--- src/rtl/icache_pkg.sv ---
// Shared types and address-field helpers for the direct-mapped instruction cache.
package icache_pkg;

    localparam int unsigned DEFAULT_ADDR_W = 32;
    localparam int unsigned DEFAULT_DATA_W = 32;

    typedef enum logic [1:0] {
        ST_IDLE   = 2'd0,
        ST_REFILL = 2'd1,
        ST_FLUSH  = 2'd2
    } state_e;

    // Addresses are zero-extended to 64 bits so one helper serves every ADDR_W.
    function automatic logic [63:0] addr_index(input logic [63:0] addr,
                                               input int unsigned offset_bits,
                                               input int unsigned index_w);
        logic [63:0] mask;
        mask = (64'd1 << index_w) - 64'd1;
        return (addr >> offset_bits) & mask;
    endfunction

    function automatic logic [63:0] addr_tag(input logic [63:0] addr,
                                             input int unsigned offset_bits,
                                             input int unsigned index_w);
        return addr >> (offset_bits + index_w);
    endfunction

endpackage

--- src/rtl/icache_line_array.sv ---
// Valid/tag/data storage for SETS cache lines: one combinational read port, one write port.
module icache_line_array #(
    parameter int unsigned SETS    = 16,
    parameter int unsigned INDEX_W = 4,
    parameter int unsigned TAG_W   = 25,
    parameter int unsigned DATA_W  = 32
) (
    input  logic               clock,
    input  logic               reset_n,
    input  logic [INDEX_W-1:0] rd_index_i,
    output logic               rd_valid_o,
    output logic [TAG_W-1:0]   rd_tag_o,
    output logic [DATA_W-1:0]  rd_data_o,
    input  logic               wr_en_i,
    input  logic [INDEX_W-1:0] wr_index_i,
    input  logic [TAG_W-1:0]   wr_tag_i,
    input  logic [DATA_W-1:0]  wr_data_i,
    input  logic               wr_set_valid_i,
    input  logic               clr_en_i,
    input  logic [INDEX_W-1:0] clr_index_i
);

    logic [SETS-1:0]   valid_q;
    logic [TAG_W-1:0]  tag_q  [SETS];
    logic [DATA_W-1:0] data_q [SETS];

    // Valid bits: async clear on reset, per-line clear during flush, set on refill.
    always_ff @(posedge clock or negedge reset_n) begin
        if (!reset_n) begin
            valid_q <= {SETS{1'b0}};
        end else begin
            if (clr_en_i) begin
                valid_q[clr_index_i] <= 1'b0;
            end
            if (wr_en_i && wr_set_valid_i) begin
                valid_q[wr_index_i] <= 1'b1;
            end
        end
    end

    // Tag and data payload carry no reset; valid gates their use.
    always_ff @(posedge clock) begin
        if (wr_en_i) begin
            tag_q[wr_index_i]  <= wr_tag_i;
            data_q[wr_index_i] <= wr_data_i;
        end
    end

    assign rd_valid_o = valid_q[rd_index_i];
    assign rd_tag_o   = tag_q[rd_index_i];
    assign rd_data_o  = data_q[rd_index_i];

endmodule

--- src/rtl/instruction_cache_dm.sv ---
// Direct-mapped instruction cache with blocking refill FSM, sequential flush and hit/miss counters.
module instruction_cache_dm
    import icache_pkg::*;
#(
    parameter int unsigned ADDR_W      = DEFAULT_ADDR_W,
    parameter int unsigned DATA_W      = DEFAULT_DATA_W,
    parameter int unsigned SETS        = 16,
    parameter int unsigned OFFSET_BITS = 3,
    parameter int unsigned CNT_W       = 16
) (
    input  logic              clock,
    input  logic              reset_n,
    input  logic [ADDR_W-1:0] pc,
    input  logic              fetch_en,
    output logic [DATA_W-1:0] instruction,
    output logic              instr_valid,
    output logic              stall,
    input  logic              flush,
    output logic              flush_busy,
    output logic              mem_req,
    output logic [ADDR_W-1:0] mem_addr,
    input  logic              mem_ack,
    input  logic [DATA_W-1:0] mem_data,
    output logic [CNT_W-1:0]  hit_count,
    output logic [CNT_W-1:0]  miss_count
);

    localparam int unsigned INDEX_W = $clog2(SETS);
    localparam int unsigned TAG_W   = ADDR_W - OFFSET_BITS - INDEX_W;

    state_e              state_q;
    logic [DATA_W-1:0]   instruction_q;
    logic                instr_valid_q;
    logic                flush_busy_q;
    logic                flush_pend_q;
    logic                mem_req_q;
    logic [ADDR_W-1:0]   mem_addr_q;
    logic [INDEX_W-1:0]  flush_cnt_q;
    logic [CNT_W-1:0]    hit_cnt_q;
    logic [CNT_W-1:0]    miss_cnt_q;
    logic [CNT_W-1:0]    hit_cnt_d;
    logic [CNT_W-1:0]    miss_cnt_d;

    logic [INDEX_W-1:0]  pc_index_s;
    logic [TAG_W-1:0]    pc_tag_s;
    logic [INDEX_W-1:0]  miss_index_s;
    logic [TAG_W-1:0]    miss_tag_s;
    logic                rd_valid_s;
    logic [TAG_W-1:0]    rd_tag_s;
    logic [DATA_W-1:0]   rd_data_s;
    logic                hit_s;
    logic                refill_done_s;

    assign pc_index_s    = INDEX_W'(addr_index(64'(pc), OFFSET_BITS, INDEX_W));
    assign pc_tag_s      = TAG_W'(addr_tag(64'(pc), OFFSET_BITS, INDEX_W));
    assign miss_index_s  = INDEX_W'(addr_index(64'(mem_addr_q), OFFSET_BITS, INDEX_W));
    assign miss_tag_s    = TAG_W'(addr_tag(64'(mem_addr_q), OFFSET_BITS, INDEX_W));
    assign hit_s         = rd_valid_s && (rd_tag_s == pc_tag_s);
    assign refill_done_s = (state_q == ST_REFILL) && mem_ack;

    icache_line_array #(
        .SETS    (SETS),
        .INDEX_W (INDEX_W),
        .TAG_W   (TAG_W),
        .DATA_W  (DATA_W)
    ) u_lines (
        .clock          (clock),
        .reset_n        (reset_n),
        .rd_index_i     (pc_index_s),
        .rd_valid_o     (rd_valid_s),
        .rd_tag_o       (rd_tag_s),
        .rd_data_o      (rd_data_s),
        .wr_en_i        (refill_done_s),
        .wr_index_i     (miss_index_s),
        .wr_tag_i       (miss_tag_s),
        .wr_data_i      (mem_data),
        .wr_set_valid_i (1'b1),
        .clr_en_i       (state_q == ST_FLUSH),
        .clr_index_i    (flush_cnt_q)
    );

    // Saturating increments of both counters.
    always_comb begin
        hit_cnt_d  = hit_cnt_q;
        miss_cnt_d = miss_cnt_q;
        if (hit_cnt_q != {CNT_W{1'b1}}) begin
            hit_cnt_d = hit_cnt_q + CNT_W'(1);
        end else begin
            hit_cnt_d = hit_cnt_q;
        end
        if (miss_cnt_q != {CNT_W{1'b1}}) begin
            miss_cnt_d = miss_cnt_q + CNT_W'(1);
        end else begin
            miss_cnt_d = miss_cnt_q;
        end
    end

    // Control FSM with registered outputs; flush takes priority over a same-cycle fetch.
    always_ff @(posedge clock or negedge reset_n) begin
        if (!reset_n) begin
            state_q       <= ST_IDLE;
            instruction_q <= {DATA_W{1'b0}};
            instr_valid_q <= 1'b0;
            flush_busy_q  <= 1'b0;
            flush_pend_q  <= 1'b0;
            mem_req_q     <= 1'b0;
            mem_addr_q    <= {ADDR_W{1'b0}};
            flush_cnt_q   <= {INDEX_W{1'b0}};
            hit_cnt_q     <= {CNT_W{1'b0}};
            miss_cnt_q    <= {CNT_W{1'b0}};
        end else begin
            instr_valid_q <= 1'b0;
            case (state_q)
                ST_IDLE: begin
                    if (flush) begin
                        state_q      <= ST_FLUSH;
                        flush_busy_q <= 1'b1;
                        flush_cnt_q  <= {INDEX_W{1'b0}};
                    end else if (fetch_en && hit_s) begin
                        instruction_q <= rd_data_s;
                        instr_valid_q <= 1'b1;
                        hit_cnt_q     <= hit_cnt_d;
                    end else if (fetch_en) begin
                        state_q    <= ST_REFILL;
                        mem_req_q  <= 1'b1;
                        mem_addr_q <= {pc[ADDR_W-1:OFFSET_BITS], {OFFSET_BITS{1'b0}}};
                        miss_cnt_q <= miss_cnt_d;
                    end
                end
                ST_REFILL: begin
                    if (mem_ack) begin
                        instruction_q <= mem_data;
                        instr_valid_q <= 1'b1;
                        mem_req_q     <= 1'b0;
                        flush_pend_q  <= 1'b0;
                        if (flush_pend_q || flush) begin
                            state_q      <= ST_FLUSH;
                            flush_busy_q <= 1'b1;
                            flush_cnt_q  <= {INDEX_W{1'b0}};
                        end else begin
                            state_q <= ST_IDLE;
                        end
                    end else if (flush) begin
                        flush_pend_q <= 1'b1;
                    end
                end
                ST_FLUSH: begin
                    if (flush_cnt_q == INDEX_W'(SETS - 1)) begin
                        flush_busy_q <= 1'b0;
                        state_q      <= ST_IDLE;
                    end else begin
                        flush_cnt_q <= flush_cnt_q + INDEX_W'(1);
                    end
                end
                default: begin
                    state_q      <= ST_IDLE;
                    flush_busy_q <= 1'b0;
                    mem_req_q    <= 1'b0;
                end
            endcase
        end
    end

    assign stall       = (state_q != ST_IDLE) || flush_busy_q;
    assign instruction = instruction_q;
    assign instr_valid = instr_valid_q;
    assign flush_busy  = flush_busy_q;
    assign mem_req     = mem_req_q;
    assign mem_addr    = mem_addr_q;
    assign hit_count   = hit_cnt_q;
    assign miss_count  = miss_cnt_q;

endmodule
--- config.mk ---
export PLATFORM = sky130hd
export DESIGN_NAME = instruction_cache_dm
export DESIGN_NICKNAME = d
export VERILOG_FILES = /design/src/rtl/icache_pkg.sv /design/src/rtl/icache_line_array.sv /design/src/rtl/instruction_cache_dm.sv
export SDC_FILE = /design/constraint.sdc
export NUM_CORES = 1
export LEC_CHECK = 0
export CAP_MARGIN = 20
export CORE_MARGIN = 2
export CORE_UTILIZATION = 55
export DETAILED_ROUTE_END_ITERATION = 8
export HOLD_SLACK_MARGIN = 0.03
export PLACE_DENSITY = 0.76
export SLEW_MARGIN = 20
export SYNTH_ARGS = -nofsm -noshare
export SYNTH_HDL_FRONTEND = slang
export SYNTH_SLANG_ARGS = --single-unit
--- constraint.sdc ---
create_clock -name clock -period 5.5 [get_ports clock]
set_input_delay 1.375 -clock clock [delete_from_list [all_inputs] [get_ports clock]]
set_output_delay 1.375 -clock clock [all_outputs]
set_load 0.005 [all_outputs]
==> results of run 1 <==
-- worst max-delay path, stage by stage --
cell     delay, ps
buf_6          300
buf_4          430
mux4_2         420
mux4_2         500
xnor2_1        350
nand3_1        130
nor3_1         310
buf_4          180
nor4b_4        260
a21o_2         290
buf_12         270
mux2_2         370
-- placed cells by master (no fill, tap or decap), drive strengths merged, types with 35 or more instances in the layout --
cell type / Yosys / layout
nand2: 132 / 132
clkbuf: 34 / 132
mux2: 76 / 76
xnor2: 35 / 35
dfrtp: 119 / 119
clkinv: 0 / 41
buf: 60 / 79
mux2i: 55 / 55
clkdlybuf4s50: 0 / 157
nor2: 40 / 40
edfxtp: 912 / 912
mux4: 258 / 258
-- stage by stage --
stage	total power (W)	hold slack (ps)	utilization
2_1_floorplan	0.0107	444	-
3_3_place_gp	0.0117	454	0.596
3_5_place_dp	0.0118	460	0.596
4_1_cts	0.0184	473	0.639
5_1_grt	0.0189	475	0.639
6_report	0.0183	477	0.639
-- report_power, final --
| part | internal, W | switching (W) | leakage (nW) | total, W |
|---|---|---|---|---|
| logic | 0.00101 | 0.000763 | 4.74 | 0.00177 |
| clock network | 0.00382 | 0.00288 | 1.55 | 0.00670 |
| registers | 0.00923 | 0.000622 | 9.77 | 0.00986 |
-- cell usage after synthesis, types with 12 or more instances --
library cell,n
edfxtp_1,912
mux4_2,243
nand2_1,132
dfrtp_1,119
mux2i_1,55
mux2_4,44
nor2_1,40
clkbuf_1,34
xnor2_1,34
mux2_2,32
buf_2,27
nand3_1,22
nand4_1,21
and3_1,19
a21o_1,18
buf_6,16
mux4_1,15
a21oi_1,14
xor2_1,14
nor3_1,13
nand2b_1,12
-- cells by family after synthesis --
family                   count (synthesis)
flip-flops                            1031
adder cells (fa/ha/maj)                  6
AND/OR/NAND/NOR                        303
other                                    1
XOR/XNOR                                49
multiplexers                           389
AO/OA/AOI/OAI                           71
buffers and inverters                  103
-- final cells by class --
type	count	area share
repair buffers	237	0.0505
diodes	4	0.000212
flip-flops and latches	1031	0.642
inverters	9	0.000740
clock buffers	131	0.0568
multi-input cells	821	0.214
well taps	969	0.0256
clock inverters	55	0.0106
-- flip-flops by register name, indices dropped and copies added, names as in the netlist --
name / flops
u_lines.data_q: 512
flush_cnt_q: 4
hit_count: 16
state_q: 2
instr_valid: 1
miss_count: 16
flush_busy: 1
u_lines.tag_q: 400
instruction: 32
mem_req: 1
u_lines.valid_q: 16
mem_addr: 29
flush_pend_q: 1
-- worst paths after layout --
path / slack, ps / depth (start not counted) / endpoint
worst max-delay path: 800 / 12 / instruction[1]$_DFFE_PN0P_
worst min-delay path: 480 / 1 / u_lines.valid_q[6]$_DFF_PN0_
worst max register to register: 1560 / 11 / instruction[1]$_DFFE_PN0P_
worst min register to register: 480 / 1 / u_lines.valid_q[6]$_DFF_PN0_
max in group asynchronous: 3750 / 2 / instruction[18]$_DFFE_PN0P_
min in group asynchronous: 720 / 1 / hit_count[6]$_DFFE_PN0P_
-- per-layer routing --
layer,share of wire,global-route usage,wire [µm]
met1,0.39,0.352,37500
met2,0.50,0.414,48100
met3,0.081,0.0381,7750
met4,0.028,0.0879,2650
met5,0,0,0
==> flow_summary.ini, run 1 <==
[placement]
routabilityCongestion = 0.846
numPlacedInstances = 3067
place_hpwl_mm = 50.5
dpl-instance-area_um2 = 44100
pre_cts_ws_ps = 155
portBuffers = 162

[clocking]
clkTransAtPathRegs_ps = 60
clock_path_buffers = 3
clk_latency_ps = 660
cts_tree = built
post_cts_resize_count = 0
cts_buffers = 98
cts.sinks = 1031
root_buffer = clkbuf_16
cts_max_level = 3
hold_buffers = 0
post_cts_buffers = 0

[sta]
period_share = 0.854
drv_slew = 0
clock.fmax_mhz = 213
setup_ws_ps = 803
worst_pin_slew_ps = 930
hold_viol_final = 0
rsz0062_at_grt = false
setup_viol = 0
finClkSkew_ps = 24.5
period_needed_ps = 4700
fin_setup_tns_ps = 0
slew_headroom = 0.380

[final_layout]
nets = 2273
multi_input_area_um2 = 10100
syn_to_final_growth_pct = 15.5
regArea_um2 = 30400
fin_cells = 3257
finalInstanceArea_um2 = 47300
n_fill_cell = 4796
layout-drive-gt1-share = 0.248

[min_path]
worstHoldStart = u_lines.valid_q[6]$_DFF_PN0_
hp-class = flip-flop to flip-flop

[power]
power.density_nw_per_um2 = 387
leakagePower_nw = 16.1
irDropWorstVdd_mv = 0.229

[grt]
grt_first_pass_wirelength_mm = 141
grt_antenna_before_repair = 5
grtUsageTotal = 0.252
grt_pass1_vias = 21200
grt_max_degree = 65
overflow = 0

[synthesis]
seq_area_frac_synth = 0.741
synth_edf_count = 912
synthAdderAreaFrac = 0.00183
ys_types = 63
synthMuxAreaShare = 0.182
synth_area_um2 = 41000
ys_seq_elements = 1031
synthSimpleGateAreaFrac = 0.0369
ys_top_cells_by_area = edfxtp_1 (67%), mux4_2 (13%), dfrtp_1 (7.3%)
yosys_warnings = 0
synth_area_leader_cell = edfxtp_1
syn_avg_cell_area_um2 = 21.0
synth_top_family_by_area = multiplexers
synth_compound_area_frac = 0.0119
synth_top_flop_cell = edfxtp_1
synthCells = 1953
netlist.area_leader.share = 0.668
synth_xor_area_frac = 0.0107
synth_async_sr_flop_share = 0.115

[worst_setup_path]
worstSetupStartpoint = pc[5]
worstSetupStartpointType = input pin
cp-end-kind = flip-flop
crit_arrival_ps = 5240
path_max_fanout = 25
crit_type = input pin to flip-flop
r2r-start = u_lines.tag_q[1][4]$_DFFE_PP_
required_ps = 6050

[detailed_routing]
postRouteAntennaNets = 0
via_per_inst = 6.40
dr.pass1.iters = 5
via_count = 20800
wl_per_cell_um = 29.5
drt_iter0_markers = 2363
drt-total-wl_mm = 96.0
drc = 0

[floorplan]
rows = 100
ios = 169
start_util = 0.553
die_w_um = 277
core_area_um2 = 74100
dieArea_um2 = 76700
die_h_um = 277

[job]
drv_cap = 0

[status]
run_status = finished, final reports clean
Note: power is estimated with default switching activity, not from simulation.
==> run 2, diff against run 1 <==
- CORE_UTILIZATION: 55 -> 54
- PLACE_DENSITY: 0.76 -> 0.75
- SYNTH_HIERARCHICAL: default -> 1
==> flow_summary.ini, run 2 <==
[synthesis]
seq_area_frac_synth = 0.762
synth_top_flop_cell = edfxtp_1
ys_types = 47
netlist.area_leader.share = 0.687
synth_edf_count = 912
yosys_warnings = 6
syn_avg_cell_area_um2 = 20.7
ys_top_cells_by_area = edfxtp_1 (69%), mux4_2 (13%), dfrtp_1 (7.5%)
synth_area_leader_cell = edfxtp_1
synth_common_cells = edfxtp_1 (912), mux4_2 (232), dfrtp_1 (119)
synth_async_sr_flop_share = 0.115
ys_seq_elements = 1031
synth_area_um2 = 39800
yosysMostFrequentCell = edfxtp_1
synthCells = 1926

[min_path]
hp-class = flip-flop to flip-flop

[detailed_routing]
via_per_inst = 6.34
dr.pass1.iters = 7
via_count = 20500
drc = 0
postRouteAntennaNets = 0
drt_iter0_markers = 2021
wl_per_cell_um = 28.9
drt-total-wl_mm = 93.6

[placement]
place_hpwl_mm = 50.9
routabilityCongestion = 0.792
dpl-instance-area_um2 = 43200
portBuffers = 162
numPlacedInstances = 3045

[final_layout]
nets = 2260
n_fill_cell = 4643
top_register = u_lines/data_q
finalInstanceArea_um2 = 46500
largest_register_ffs = 512
layout-drive-gt1-share = 0.242
final_cell_mix = edfxtp_1 (912), mux4_2 (232), clkdlybuf4s50_1 (159), dfrtp_1 (119), a22oi_1 (116)
syn_to_final_growth_pct = 16.7
fin_cells = 3236
final_common_cell = edfxtp_1

[status]
run_status = finished, final reports clean

[grt]
groute.layer.met2.usage = 0.406
overflow = 0
met1_usage = 0.354
busiest_layer = met2
grt_first_pass_wirelength_mm = 138
grt_pass1_vias = 21100
grt_antenna_before_repair = 6
grt_use_met3 = 0.0425
grtUsageTotal = 0.251
grt_max_degree = 60

[sta]
finClkSkew_ps = 28.9
drv_slew = 0
worst_pin_slew_ps = 970
period_needed_ps = 4580
fin_setup_tns_ps = 0
period_share = 0.833
setup_viol = 0
clock.fmax_mhz = 218
rsz0062_at_grt = false
hold_viol_final = 0
slew_headroom = 0.353

[floorplan]
rows = 99
dieArea_um2 = 76000
die_h_um = 276
start_util = 0.546
core_area_um2 = 73000
die_w_um = 276
ios = 169

[clocking]
cts_buffers = 100
post_cts_resize_count = 0
root_buffer = clkbuf_16
cts_max_level = 3
clock_path_buffers = 3
clk_latency_ps = 660
cts_tree = built
hold_buffers = 0
post_cts_buffers = 0
cts.sinks = 1031
clkTransAtPathRegs_ps = 60

[power]
power_switching_w = 0.00438
irDropWorstVdd_mv = 0.245
intPower_w = 0.0143
power_frac_clock = 0.363
p_sw_frac = 0.234
pwr-share-seq = 0.534
leakagePower_nw = 15.4
power.density_nw_per_um2 = 402
p_comb_frac = 0.103

[worst_setup_path]
crit_type = input pin to flip-flop
cp-end-kind = flip-flop
required_ps = 6070
crit_arrival_ps = 5150
path_max_fanout = 18
worstSetupStartpointType = input pin

[job]
drv_cap = 0
==> run 2: cell types whose count changed in the layout (fill, tap and decap cells not counted), sizes merged, moves of 16 or more <==
| cell | change |
|---|---|
| nand2 | -53 |
| o21ai | +26 |
| mux2i | -23 |
| buf | +18 |
| nor4 | +20 |
| a21o | -17 |
| nor2 | +21 |
| xnor2 | -32 |
| a21oi | +21 |
| mux4 | -26 |
| and3 | -16 |
| a22oi | +108 |
| xor2 | +38 |
| mux2 | -43 |
==> run 2: stage by stage <==
stage	setup slack [ps]	utilization	total power [W]	hold slack [ps]
after floorplan	392	-	0.0108	461
after global placement	341	0.592	0.0119	471
after detailed placement	286	0.592	0.0121	492
after CTS	942	0.637	0.0188	500
after global routing	715	0.638	0.0193	520
final	921	0.638	0.0187	495
==> run 2: area by class of cell <==
class	instances	area, µm²	area share
sequential	1031	30400	0.653
multi-input combinational	790	9100	0.196
clock buffer	144	2910	0.0626
timing repair buffer	256	2510	0.0540
tap	959	1200	0.0258
clock inverter	43	383	0.00823
inverter	9	33.8	0.000726
antenna	4	10.0	0.000215
==> run 2: power by group through the flow <==
stage	sequential, W	combinational (W)	clock [W]
floorplan	0.00993	0.000868	0
global placement	0.0101	0.00186	0
detailed placement	0.0101	0.00191	0
CTS	0.00999	0.00194	0.00690
global route	0.0101	0.00206	0.00720
finish	0.00999	0.00192	0.00680
==> run 2: cell families (layout without fill, tap and decap cells) <==
group,Yosys count,after routing,synth area share
AO/OA/AOI/OAI,194,194,0.0323
XOR/XNOR,55,55,0.0121
adder cells (fa/ha/maj),3,3,0.000942
buffers and inverters,110,452,0.0143
flip-flops,1031,1031,0.762
multiplexers,297,297,0.149
other,2,11,0.000188
AND/OR/NAND/NOR,234,234,0.0295
==> run 2: layer usage <==
metal / vias to the layer above / routed length [µm]
li1: 8451 / -
met4: 4 / 2390
met1: 10800 / 35900
met2: 1138 / 46500
met5: - / 27
met3: 158 / 8810
==> run 2: worst max-delay path, stage by stage <==
cell and delay, ps:
clkdlybuf4s50_1 640, and2_2 570, buf_12 250, a22oi_1 90, nand2_1 90, xor2_1 180
nor4_1 430, buf_4 190, nand3_1 140, or2_1 430, buf_4 250, nor4_2 290
xor2_1 190
==> run 2: worst paths after layout <==
kind	start	to	slack, ps	cells after the start
min in group asynchronous	reset_n	miss_count[6]$_DFFE_PN0P_	690	1
setup / recovery	pc[5]	hit_count[14]$_DFFE_PN0P_	920	13
max in group asynchronous	reset_n	miss_count[3]$_DFFE_PN0P_	3710	2
setup reg to reg	u_lines/tag_q[3][22]$_DFFE_PP_	hit_count[14]$_DFFE_PN0P_	1980	12
hold reg to reg	miss_count[11]$_DFFE_PN0P_	miss_count[11]$_DFFE_PN0P_	490	1
hold / removal	miss_count[11]$_DFFE_PN0P_	miss_count[11]$_DFFE_PN0P_	490	1
